**config.mk**
```make
export PLATFORM = sky130hd
export DESIGN_NAME = uart_mem_host
export DESIGN_NICKNAME = d
export VERILOG_FILES = /design/src/rtl/uart_mem_host_pkg.sv /design/src/rtl/uart_word_assembler.sv /design/src/rtl/uart_mem_host.sv
export SDC_FILE = /design/constraint.sdc
export NUM_CORES = 1
export LEC_CHECK = 0
export BUFFER_PORTS_ARGS = -buffer_cell sky130_fd_sc_hd__buf_2
export CORE_MARGIN = 3
export CORE_UTILIZATION = 51
export DETAILED_ROUTE_END_ITERATION = 10
export GPL_ROUTABILITY_DRIVEN = 0
export PLACE_DENSITY = 0.82
export SYNTH_ARGS = -nofsm -noshare
export SYNTH_HDL_FRONTEND = slang
export SYNTH_SLANG_ARGS = --single-unit
export TNS_END_PERCENT = 50
```
**constraint.sdc**
```tcl
create_clock -name clk -period 2.6 [get_ports clk]
set_input_delay 0.65 -clock clk [delete_from_list [all_inputs] [get_ports clk]]
set_output_delay 0.65 -clock clk [all_outputs]
set_load 0.02 [all_outputs]
```
**src/rtl/uart_mem_host_pkg.sv**
```systemverilog
// Shared header for the UART memory host and the processor top.
// Holds the default width constants, the host FSM state encodings and the
// bytes-per-word helper used to size the byte serializer/assembler.
package uart_mem_host_pkg;

   localparam int DEF_MEM_WORD_LENGTH = 12;
   localparam int DEF_MEM_ADDR_LENGTH = 12;
   localparam int DEF_UART_WIDTH      = 8;

   localparam int STATE_W = 3;

   typedef enum logic [STATE_W-1:0] {
      IDLE     = 3'd0,
      TX_FETCH = 3'd1,
      TX_LOAD  = 3'd2,
      TX_SEND  = 3'd3,
      TX_BUSY  = 3'd4,
      TX_WAIT  = 3'd5,
      RX       = 3'd6,
      DONE     = 3'd7
   } hostState_e;

   // Number of UART bytes needed to carry one memory word.
   function automatic int bytesPerWord(input int wordLen, input int byteLen);
      return (wordLen + byteLen - 1) / byteLen;
   endfunction

   // Width of a byte index counter; at least one bit even for BPW=1.
   function automatic int idxWidth(input int n);
      return (n > 1) ? $clog2(n) : 1;
   endfunction

endpackage

```
**src/rtl/uart_word_assembler.sv**
```systemverilog
// Collects received UART bytes (LSB byte first) into memory words and
// issues one sink write per completed word.
// Ports:
//   clk, rstN      clock, synchronous active-low reset
//   clear          start of a new run: zero byte index and sink address
//   rxEn           host is in the RX state; bytes outside it are dropped
//   newRxByte      one-cycle pulse, byteFromUart valid
//   byteFromUart   received byte
//   wordComplete   combinational: the byte taken this cycle completes a word
//   sinkAddr/Data  sink RAM write address/data, valid while sinkWrEn
//   sinkWrEn       one-cycle write strobe, the cycle after the last byte
module uart_word_assembler
   import uart_mem_host_pkg::*;
#(
   parameter int MEM_WORD_LENGTH = DEF_MEM_WORD_LENGTH,
   parameter int MEM_ADDR_LENGTH = DEF_MEM_ADDR_LENGTH,
   parameter int UART_WIDTH      = DEF_UART_WIDTH
) (
   input  logic                       clk,
   input  logic                       rstN,
   input  logic                       clear,
   input  logic                       rxEn,
   input  logic                       newRxByte,
   input  logic [UART_WIDTH-1:0]      byteFromUart,
   output logic                       wordComplete,
   output logic [MEM_ADDR_LENGTH-1:0] sinkAddr,
   output logic [MEM_WORD_LENGTH-1:0] sinkData,
   output logic                       sinkWrEn
);

   localparam int BPW = bytesPerWord(MEM_WORD_LENGTH, UART_WIDTH);
   localparam int IW  = idxWidth(BPW);
   localparam logic [IW-1:0]              LAST_IDX = IW'(BPW - 1);
   localparam logic [IW-1:0]              IDX_ONE  = IW'(1);
   localparam logic [MEM_ADDR_LENGTH-1:0] ADDR_ONE = MEM_ADDR_LENGTH'(1);

   logic [IW-1:0]             byteIdx;
   logic [BPW*UART_WIDTH-1:0] partial;
   logic [BPW*UART_WIDTH-1:0] merged;
   logic                      take;

   assign take         = rxEn && newRxByte;
   assign wordComplete = take && (byteIdx == LAST_IDX);

   // Word as it stands once the incoming byte is dropped into its slot.
   always_comb begin
      merged = partial;
      merged[int'(byteIdx)*UART_WIDTH +: UART_WIDTH] = byteFromUart;
   end

   always_ff @(posedge clk) begin
      if (!rstN) begin
         byteIdx  <= '0;
         partial  <= '0;
         sinkAddr <= '0;
         sinkData <= '0;
         sinkWrEn <= 1'b0;
      end else begin
         sinkWrEn <= wordComplete;
         // Address advances after the write cycle, so the final word of a
         // full-depth run leaves the counter wrapped to 0.
         if (sinkWrEn)
            sinkAddr <= sinkAddr + ADDR_ONE;
         if (clear) begin
            byteIdx  <= '0;
            sinkAddr <= '0;
         end else if (take) begin
            partial <= merged;
            if (wordComplete) begin
               byteIdx  <= '0;
               // Padding bits of the top byte are dropped here.
               sinkData <= merged[MEM_WORD_LENGTH-1:0];
            end else begin
               byteIdx <= byteIdx + IDX_ONE;
            end
         end
      end
   end

endmodule

```
**src/rtl/uart_mem_host.sv**
```systemverilog
// Host-side memory loader: streams txWordCount words from a source RAM out
// through a uart_system byte port (LSB byte first, zero-padded), then
// collects rxWordCount words back into a sink RAM.
// Ports:
//   clk, rstN                 clock, synchronous active-low reset
//   startN                    active-low start, honoured in IDLE/DONE only
//   txWordCount, rxWordCount  word counts, latched at start (up to 2^AW)
//   srcAddr, srcData          source RAM, 1-cycle read latency
//   sinkAddr/Data/WrEn        sink RAM write port
//   txByteReady, txByteStart, byteToUart   uart_system transmit handshake
//   newRxByte, byteFromUart   uart_system receive strobe/data
//   busy, txDone, rxDone      status; flags held until the next start
module uart_mem_host
   import uart_mem_host_pkg::*;
#(
   parameter int MEM_WORD_LENGTH = DEF_MEM_WORD_LENGTH,
   parameter int MEM_ADDR_LENGTH = DEF_MEM_ADDR_LENGTH,
   parameter int UART_WIDTH      = DEF_UART_WIDTH
) (
   input  logic                       clk,
   input  logic                       rstN,
   input  logic                       startN,
   input  logic [MEM_ADDR_LENGTH:0]   txWordCount,
   input  logic [MEM_ADDR_LENGTH:0]   rxWordCount,
   output logic [MEM_ADDR_LENGTH-1:0] srcAddr,
   input  logic [MEM_WORD_LENGTH-1:0] srcData,
   output logic [MEM_ADDR_LENGTH-1:0] sinkAddr,
   output logic [MEM_WORD_LENGTH-1:0] sinkData,
   output logic                       sinkWrEn,
   input  logic                       txByteReady,
   output logic                       txByteStart,
   output logic [UART_WIDTH-1:0]      byteToUart,
   input  logic                       newRxByte,
   input  logic [UART_WIDTH-1:0]      byteFromUart,
   output logic                       busy,
   output logic                       txDone,
   output logic                       rxDone
);

   localparam int BPW = bytesPerWord(MEM_WORD_LENGTH, UART_WIDTH);
   localparam int IW  = idxWidth(BPW);
   localparam int SW  = BPW * UART_WIDTH;
   localparam logic [IW-1:0]              LAST_IDX = IW'(BPW - 1);
   localparam logic [IW-1:0]              IDX_ONE  = IW'(1);
   localparam logic [MEM_ADDR_LENGTH-1:0] ADDR_ONE = MEM_ADDR_LENGTH'(1);
   localparam logic [MEM_ADDR_LENGTH:0]   CNT_ONE  = (MEM_ADDR_LENGTH+1)'(1);

   hostState_e                state;
   logic [MEM_ADDR_LENGTH:0]  txTotal, rxTotal, txSent, rxGot;
   logic [SW-1:0]             srcPad, txWord;
   logic [IW-1:0]             txByteIdx;
   logic                      startAccept, wordComplete;

   assign startAccept = ((state == IDLE) || (state == DONE)) && !startN;
   assign busy        = !((state == IDLE) || (state == DONE));
   // Decoded from the registered state so the pulse lands inside TX_SEND;
   // the FSM leaves TX_SEND on the same edge, so it lasts one cycle.
   assign txByteStart = (state == TX_SEND) && txByteReady;

   always_comb begin
      srcPad = '0;
      srcPad[MEM_WORD_LENGTH-1:0] = srcData;
   end

   uart_word_assembler #(
      .MEM_WORD_LENGTH (MEM_WORD_LENGTH),
      .MEM_ADDR_LENGTH (MEM_ADDR_LENGTH),
      .UART_WIDTH      (UART_WIDTH)
   ) uAsm (
      .clk          (clk),
      .rstN         (rstN),
      .clear        (startAccept),
      .rxEn         (state == RX),
      .newRxByte    (newRxByte),
      .byteFromUart (byteFromUart),
      .wordComplete (wordComplete),
      .sinkAddr     (sinkAddr),
      .sinkData     (sinkData),
      .sinkWrEn     (sinkWrEn)
   );

   always_ff @(posedge clk) begin
      if (!rstN) begin
         state      <= IDLE;
         srcAddr    <= '0;
         txTotal    <= '0;
         rxTotal    <= '0;
         txSent     <= '0;
         rxGot      <= '0;
         txWord     <= '0;
         txByteIdx  <= '0;
         byteToUart <= '0;
         txDone     <= 1'b0;
         rxDone     <= 1'b0;
      end else begin
         case (state)
            IDLE, DONE: begin
               if (!startN) begin
                  srcAddr <= '0;
                  txSent  <= '0;
                  rxGot   <= '0;
                  txTotal <= txWordCount;
                  rxTotal <= rxWordCount;
                  txDone  <= 1'b0;
                  rxDone  <= 1'b0;
                  if (txWordCount != '0) begin
                     state <= TX_FETCH;
                  end else if (rxWordCount != '0) begin
                     txDone <= 1'b1;   // empty TX phase is trivially complete
                     state  <= RX;
                  end else begin
                     txDone <= 1'b1;
                     rxDone <= 1'b1;
                     state  <= DONE;
                  end
               end
            end
            TX_FETCH: state <= TX_LOAD;
            TX_LOAD: begin
               // Present the low byte now so it is stable before the pulse.
               byteToUart <= srcPad[UART_WIDTH-1:0];
               txWord     <= srcPad >> UART_WIDTH;
               txByteIdx  <= '0;
               state      <= TX_SEND;
            end
            TX_SEND: if (txByteReady) state <= TX_BUSY;
            TX_BUSY: if (!txByteReady) state <= TX_WAIT;
            TX_WAIT: begin
               if (txByteReady) begin
                  if (txByteIdx != LAST_IDX) begin
                     txByteIdx  <= txByteIdx + IDX_ONE;
                     byteToUart <= txWord[UART_WIDTH-1:0];
                     txWord     <= txWord >> UART_WIDTH;
                     state      <= TX_SEND;
                  end else if (txSent != txTotal - CNT_ONE) begin
                     srcAddr <= srcAddr + ADDR_ONE;
                     txSent  <= txSent + CNT_ONE;
                     state   <= TX_FETCH;
                  end else begin
                     txDone <= 1'b1;
                     if (rxTotal == '0) begin
                        rxDone <= 1'b1;
                        state  <= DONE;
                     end else begin
                        state <= RX;
                     end
                  end
               end
            end
            RX: begin
               if (wordComplete) begin
                  // The write strobe for this last word follows in DONE.
                  if (rxGot == rxTotal - CNT_ONE) begin
                     rxDone <= 1'b1;
                     state  <= DONE;
                  end else begin
                     rxGot <= rxGot + CNT_ONE;
                  end
               end
            end
            default: state <= IDLE;
         endcase
      end
   end

endmodule

```
==> run metrics, run 1 <==
Detail Route Antenna Nets 0; failing checks negative setup slack; distinct cell type count after synthesis 68; Worst-path clk slew 0.06 ns; first-pass GRT wire length 26400 µm; most frequent cells in the layout nand2_1 (139), dfxtp_1 (113), buf_2 (99); Clk Latency, worst-skew pair 0.41 ns; Logic pwr share 37.6%; Post-Synthesis Cells 754; post-synth top area share 38.2%; max-slew violations 0; CTS Buffer Depth 2; FILL cells 930; Post-synth EDFFs 0; Synth warnings 0; dpl cells 993; HP Class flop to flop; root buf cell clkbuf_16; Int Power 4.70 mW; # rows 39; critical path data arrival time 3.15 ns; Overflow after GRT 0; post-synth top area cell dfxtp_1; fin area 7770 µm²; Clock Skew 0.0107 ns; top_reg_cell synth dfxtp_1; Synth area leaders dfxtp_1 (38%), nand2_1 (8.6%), a21oi_1 (5.3%); Worst Max-Slew Pin Slew 0.930 ns; Area growth syn-to-layout 27.8%; Remaining DRCs 0; share of post-route cells with drive strength above 1 24.7%; pin count of the biggest net entering global routing 41; CTS tree done; PD cells 934 nW/µm²; initial antenna violation count 0; unrepaired setup endpoints after global routing yes; period utilization 110%; Final nets 934; per-cell routed wire length 16.1 µm; maximum VDD drop 0.000525 V; critical path startpoint category flop; Sw Share 35.3%; Setup TNS -2.91 ns; Final min period 2.86 ns; Final Hold Viols 0; syn_area_per_cell 8.07 µm²; Netlist Area Pre-Place 6080 µm²; status complete, but fails checks; Vias 6102; register bit total from synthesis 116; Clock Power Share 32.2%; io pins 100; CP Capture Type flop; sequential area share after synthesis 38.2%; final wirelength 16600 µm; die height 115 µm; total clock buffers created by CTS 17; headroom to the max-slew limit 37.8%; routed vias/inst 5.91; Max Cap Violations 0; TritonCTS Sinks 116; leakage power 3.07 nW; asr flop ratio synth 0%; Worst Slack Setup Final -0.258 ns; DP Worst Slack -0.144 ns; die area 13300 µm²; Post-Layout Cell Count 1033; Pwr Total 7.26 mW; sequential share of power 30.2%; core area 11500 µm²; starting density of the core 52.8%; most common cell after layout, fill and taps aside nand2_1; Switch Pwr 2.56 mW; H-tree depth 4; Worst Setup Path Type flop to flop; Peak Freq 0.350 GHz; CP Data Required Time 2.89 ns; vias in the first global route 5559; input/output buffers 99; first drt pass iteration count 5; n_diodes 0; CP max FO 5; Hold Buf Count CTS 0; syn nets 811; initial drt markers 429; die span in x 115 µm; Post-DP Area 6930 µm²; total track usage 24.8%; final setup vio count 16; HPWL after DPL 11000 µm
-- registers in the layout, indices dropped and copies added (netlist names) --
| signal | cells |
|---|---|
| byteToUart | 8 |
| rxGot | 13 |
| txByteIdx | 1 |
| uAsm.sinkWrEn | 1 |
| rxDone | 1 |
| txTotal | 13 |
| uAsm.sinkAddr | 12 |
| txDone | 1 |
| uAsm.byteIdx | 1 |
| uAsm.sinkData | 12 |
| txSent | 13 |
| txWord | 4 |
| uAsm.partial | 8 |
| state | 3 |
| srcAddr | 12 |
| rxTotal | 13 |
-- layout make-up --
cell class | count | area (µm²) | area share, %
clock buffer | 25 | 505 | 6.50
tap | 143 | 179 | 2.30
multi-input combinational | 581 | 3660 | 47.0
inverter | 13 | 51.3 | 0.660
clock inverter | 7 | 95.1 | 1.22
timing repair buffer | 148 | 958 | 12.3
sequential | 116 | 2330 | 30.0
-- final timing paths --
kind / slack [ns] / cells after the start / startpoint / endpoint
max: -0.26 / 11 / rxTotal[0]$_SDFFE_PN0P_ / rxGot[9]$_SDFFE_PN0P_
min: 0.46 / 2 / uAsm.sinkData[2]$_SDFFE_PN0P_ / uAsm.sinkData[2]$_SDFFE_PN0P_
max reg2reg: -0.26 / 11 / rxTotal[0]$_SDFFE_PN0P_ / rxGot[9]$_SDFFE_PN0P_
min reg2reg: 0.46 / 2 / uAsm.sinkData[2]$_SDFFE_PN0P_ / uAsm.sinkData[2]$_SDFFE_PN0P_
-- power by group through the flow --
stage	registers (mW)	logic [mW]	clock network, mW
2_1_floorplan	2.19	1.67	0
3_3_place_gp	2.20	2.32	0
3_5_place_dp	2.21	2.38	0
4_1_cts	2.18	2.51	2.36
5_1_grt	2.22	2.95	2.45
6_report	2.19	2.73	2.34
-- cell usage after synthesis, types with 15 or more instances --
cell / number
or4_1: 22
and3_1: 17
nand4_1: 15
nor2_1: 52
dfxtp_1: 116
xor2_1: 22
nand2_1: 139
xnor2_1: 20
a21oi_1: 64
o31ai_1: 22
clkbuf_1: 32
nand3_1: 19
-- cells by family (layout without fill, tap and decap cells) --
| logic type | after synthesis | in the layout | synth area share, % |
|---|---|---|---|
| fa+ha+maj | 6 | 6 | 1.23 |
| simple gates | 346 | 346 | 29.0 |
| xor+xnor | 42 | 42 | 6.05 |
| flops | 116 | 116 | 38.2 |
| compound gates | 173 | 173 | 19.2 |
| buf+inv | 57 | 193 | 4.09 |
| mux | 14 | 14 | 2.30 |
-- per-layer routing --
metal  part of all wire [%]  global-route usage [%]
met1                     44                    31.8
met3                    7.2                    6.11
met5                      0                       0
met4                    4.0                    12.3
met2                     45                    38.9
-- stage by stage --
stage,util (%),hold WS (ns)
after floorplan,-,0.440
after global placement,60.2,0.448
after detailed placement,60.2,0.452
after CTS,66.2,0.463
after global routing,67.5,0.475
final,67.5,0.458
-- what timing repair did --
action / CTS / global route
endpoints found under the setup margin: 17 / 43
resized for setup: 11 / 22
gates cloned: 1 / 1
setup buffers: 4 / 2
pin swaps: 4 / 7
-- critical path, stage by stage (launching register included) --
cell,delay [ns]
dfxtp_4,0.36
inv_4,0.06
ha_4,0.13
or4b_4,0.49
or3b_4,0.41
o41ai_4,0.31
o32ai_4,0.16
o31ai_4,0.33
buf_6,0.17
clkbuf_16,0.14
or4_1,0.10
nand2_1,0.06
(Power assumes the default switching activity.)
==> inputs of run 2 (changes only) <==
==> constraint.sdc (replaced) <==
create_clock -name clk -period 2.6 [get_ports clk]
set_input_delay 0.26 -clock clk [delete_from_list [all_inputs] [get_ports clk]]
set_output_delay 0.26 -clock clk [all_outputs]
set_load 0.02 [all_outputs]
==> run 2 against run 1 <==
  * Non-clock buffer count stayed put
  * Routed wire length is 4.0% lower
  * Critical path type unchanged
  * Combinational power shrank 6%
  * Power shrank 1.3%
  * Hold slack got worse by 0.37 ns
  * First-iteration DRC count increased by 3.3%
  * Register-to-register slack improved by 0.04 ns
  * Largest power group unchanged
  * Setup slack improved by 0.040 ns
  * Clock power increased by 3%
  * Cell area fell by 0.64%
  * The flow still finishes with violations (negative setup slack)
==> run metrics, run 2 (synthesis results as in run 1) <==
status complete, but fails checks; failing checks negative setup slack; Min-Delay Endpoint txTotal[1]$_SDFFE_PN0P_; Worst Hold Depth 3; Worst Max-Slew Pin Slew 0.848 ns; first-pass GRT wire length 26400 µm; per-cell routed wire length 15.4 µm; unrepaired setup endpoints after global routing yes; critical path data arrival time 3.16 ns; HPWL after DPL 10900 µm; Critical Path Start rxTotal[5]$_SDFFE_PN0P_; most frequent cells in the layout nand2_1 (138), dfxtp_1 (111), buf_2 (99); DP Worst Slack -0.133 ns; Vias 6061; Worst R2R Setup Slack -0.22 ns; Final nets 934; TritonCTS Sinks 116; root buf cell clkbuf_16; Area growth syn-to-layout 27.0%; headroom to the max-slew limit 43.3%; total clock buffers created by CTS 17; max-slew violations 0; final setup vio count 14; final wirelength 16000 µm; Final Hold Viols 0; Worst-path clk slew 0.05 ns; vias in the first global route 5516; Post-DP Area 6910 µm²; CP max FO 11; first drt pass iteration count 5; RR Startpoint rxTotal[5]$_SDFFE_PN0P_; Pwr Total 7.16 mW; Hold Buf Count CTS 0; routed vias/inst 5.87; Clock Skew 0.0101 ns; Worst Slack Setup Final -0.218 ns; hold path start txWordCount[1]; CTS Buffer Depth 2; io pins 100; Clk Latency, worst-skew pair 0.42 ns; n_diodes 0; Peak Freq 0.355 GHz; period utilization 108%; # rows 39; CP Data Required Time 2.95 ns; input/output buffers 99; CTS tree done; total track usage 24.7%; die span in x 115 µm; die height 115 µm; HP Class input port to flop; PD cells 928 nW/µm²; maximum VDD drop 0.000736 V; share of post-route cells with drive strength above 1 24.9%; fin area 7720 µm²; initial drt markers 443; Setup TNS -1.65 ns; pin count of the biggest net entering global routing 41; Max Cap Violations 0; Worst Setup Path Type flop to flop; die area 13300 µm²; leakage power 3.05 nW; Worst R2R End rxGot[12]$_SDFFE_PN0P_; CP Capture Type flop; Remaining DRCs 0; critical path startpoint category flop; initial antenna violation count 0; core area 11500 µm²; most common cell after layout, fill and taps aside nand2_1; starting density of the core 52.8%; H-tree depth 4; Reg2Reg Depth 10; Overflow after GRT 0; Detail Route Antenna Nets 0; Final min period 2.82 ns
run 2: changes by cell type in the layout (fill, tap and decap cells not counted), moves of 2 or more:
cell        delta
buf_4          +5
buf_12         -2
dfxtp_1        -2
clkinvlp_4     -2
o21ai_1        +4
clkinv_2       +3
a21oi_1        -2
a21oi_2        +2
o21ai_2        -4
dfxtp_2        +3
run 2: area by class of cell:
type,count,area [µm²]
tap,143,179
fill,937,3790
sequential,116,2330
clock buffer,23,488
multi-input combinational,581,3660
inverter,13,51.3
clock inverter,9,125
timing repair buffer,148,892
run 2: stage by stage:
step           util, %  std cells  hold WS, ns
6_report          67.1       1033       0.0889
5_1_grt           67.1       1033       0.0805
4_1_cts           66.4       1033       0.0731
3_5_place_dp      60.0        993        0.454
3_3_place_gp      60.0        993        0.447
2_1_floorplan        -        754        0.396
run 2: worst max path at each step:
stage          slack (ns)  depth (start not counted)                     end
2_1_floorplan       -0.16                         12   rxGot[1]$_SDFFE_PN0P_
3_3_place_gp        -0.04                          7   state[1]$_SDFFE_PN0P_
3_5_place_dp        -0.13                          7   state[1]$_SDFFE_PN0P_
4_1_cts             -0.15                         10  rxGot[12]$_SDFFE_PN0P_
5_1_grt             -0.26                         10  rxGot[12]$_SDFFE_PN0P_
6_report            -0.22                         10  rxGot[12]$_SDFFE_PN0P_
run 2: timing repair:
action,4_1_cts,5_1_grt
resized for setup,14,19
pin swaps,11,9
endpoints found under the setup margin,17,42
buffers inserted,8,1
run 2: worst max-delay path: stages (launching register included):
cell	delay (ns)
dfxtp_2	0.32
or4_4	0.57
buf_6	0.15
o311ai_4	0.22
a21oi_2	0.11
buf_4	0.15
o31ai_4	0.30
o31ai_4	0.13
buf_12	0.15
or4_4	0.51
a21oi_2	0.14
run 2: power by group:
part / internal [mW] / switching (mW)
Combinational: 1.10 / 1.47
Sequential: 1.97 / 0.214
Clock: 1.60 / 0.809
run 2: routing by layer:
metal	vias to the layer above	share of wire (%)	track usage, %
li1	2979	-	-
met1	2850	45	33.6
met2	210	46	37.4
met3	22	7.2	7.37
met4	0	1.8	8.92
met5	-	0	0
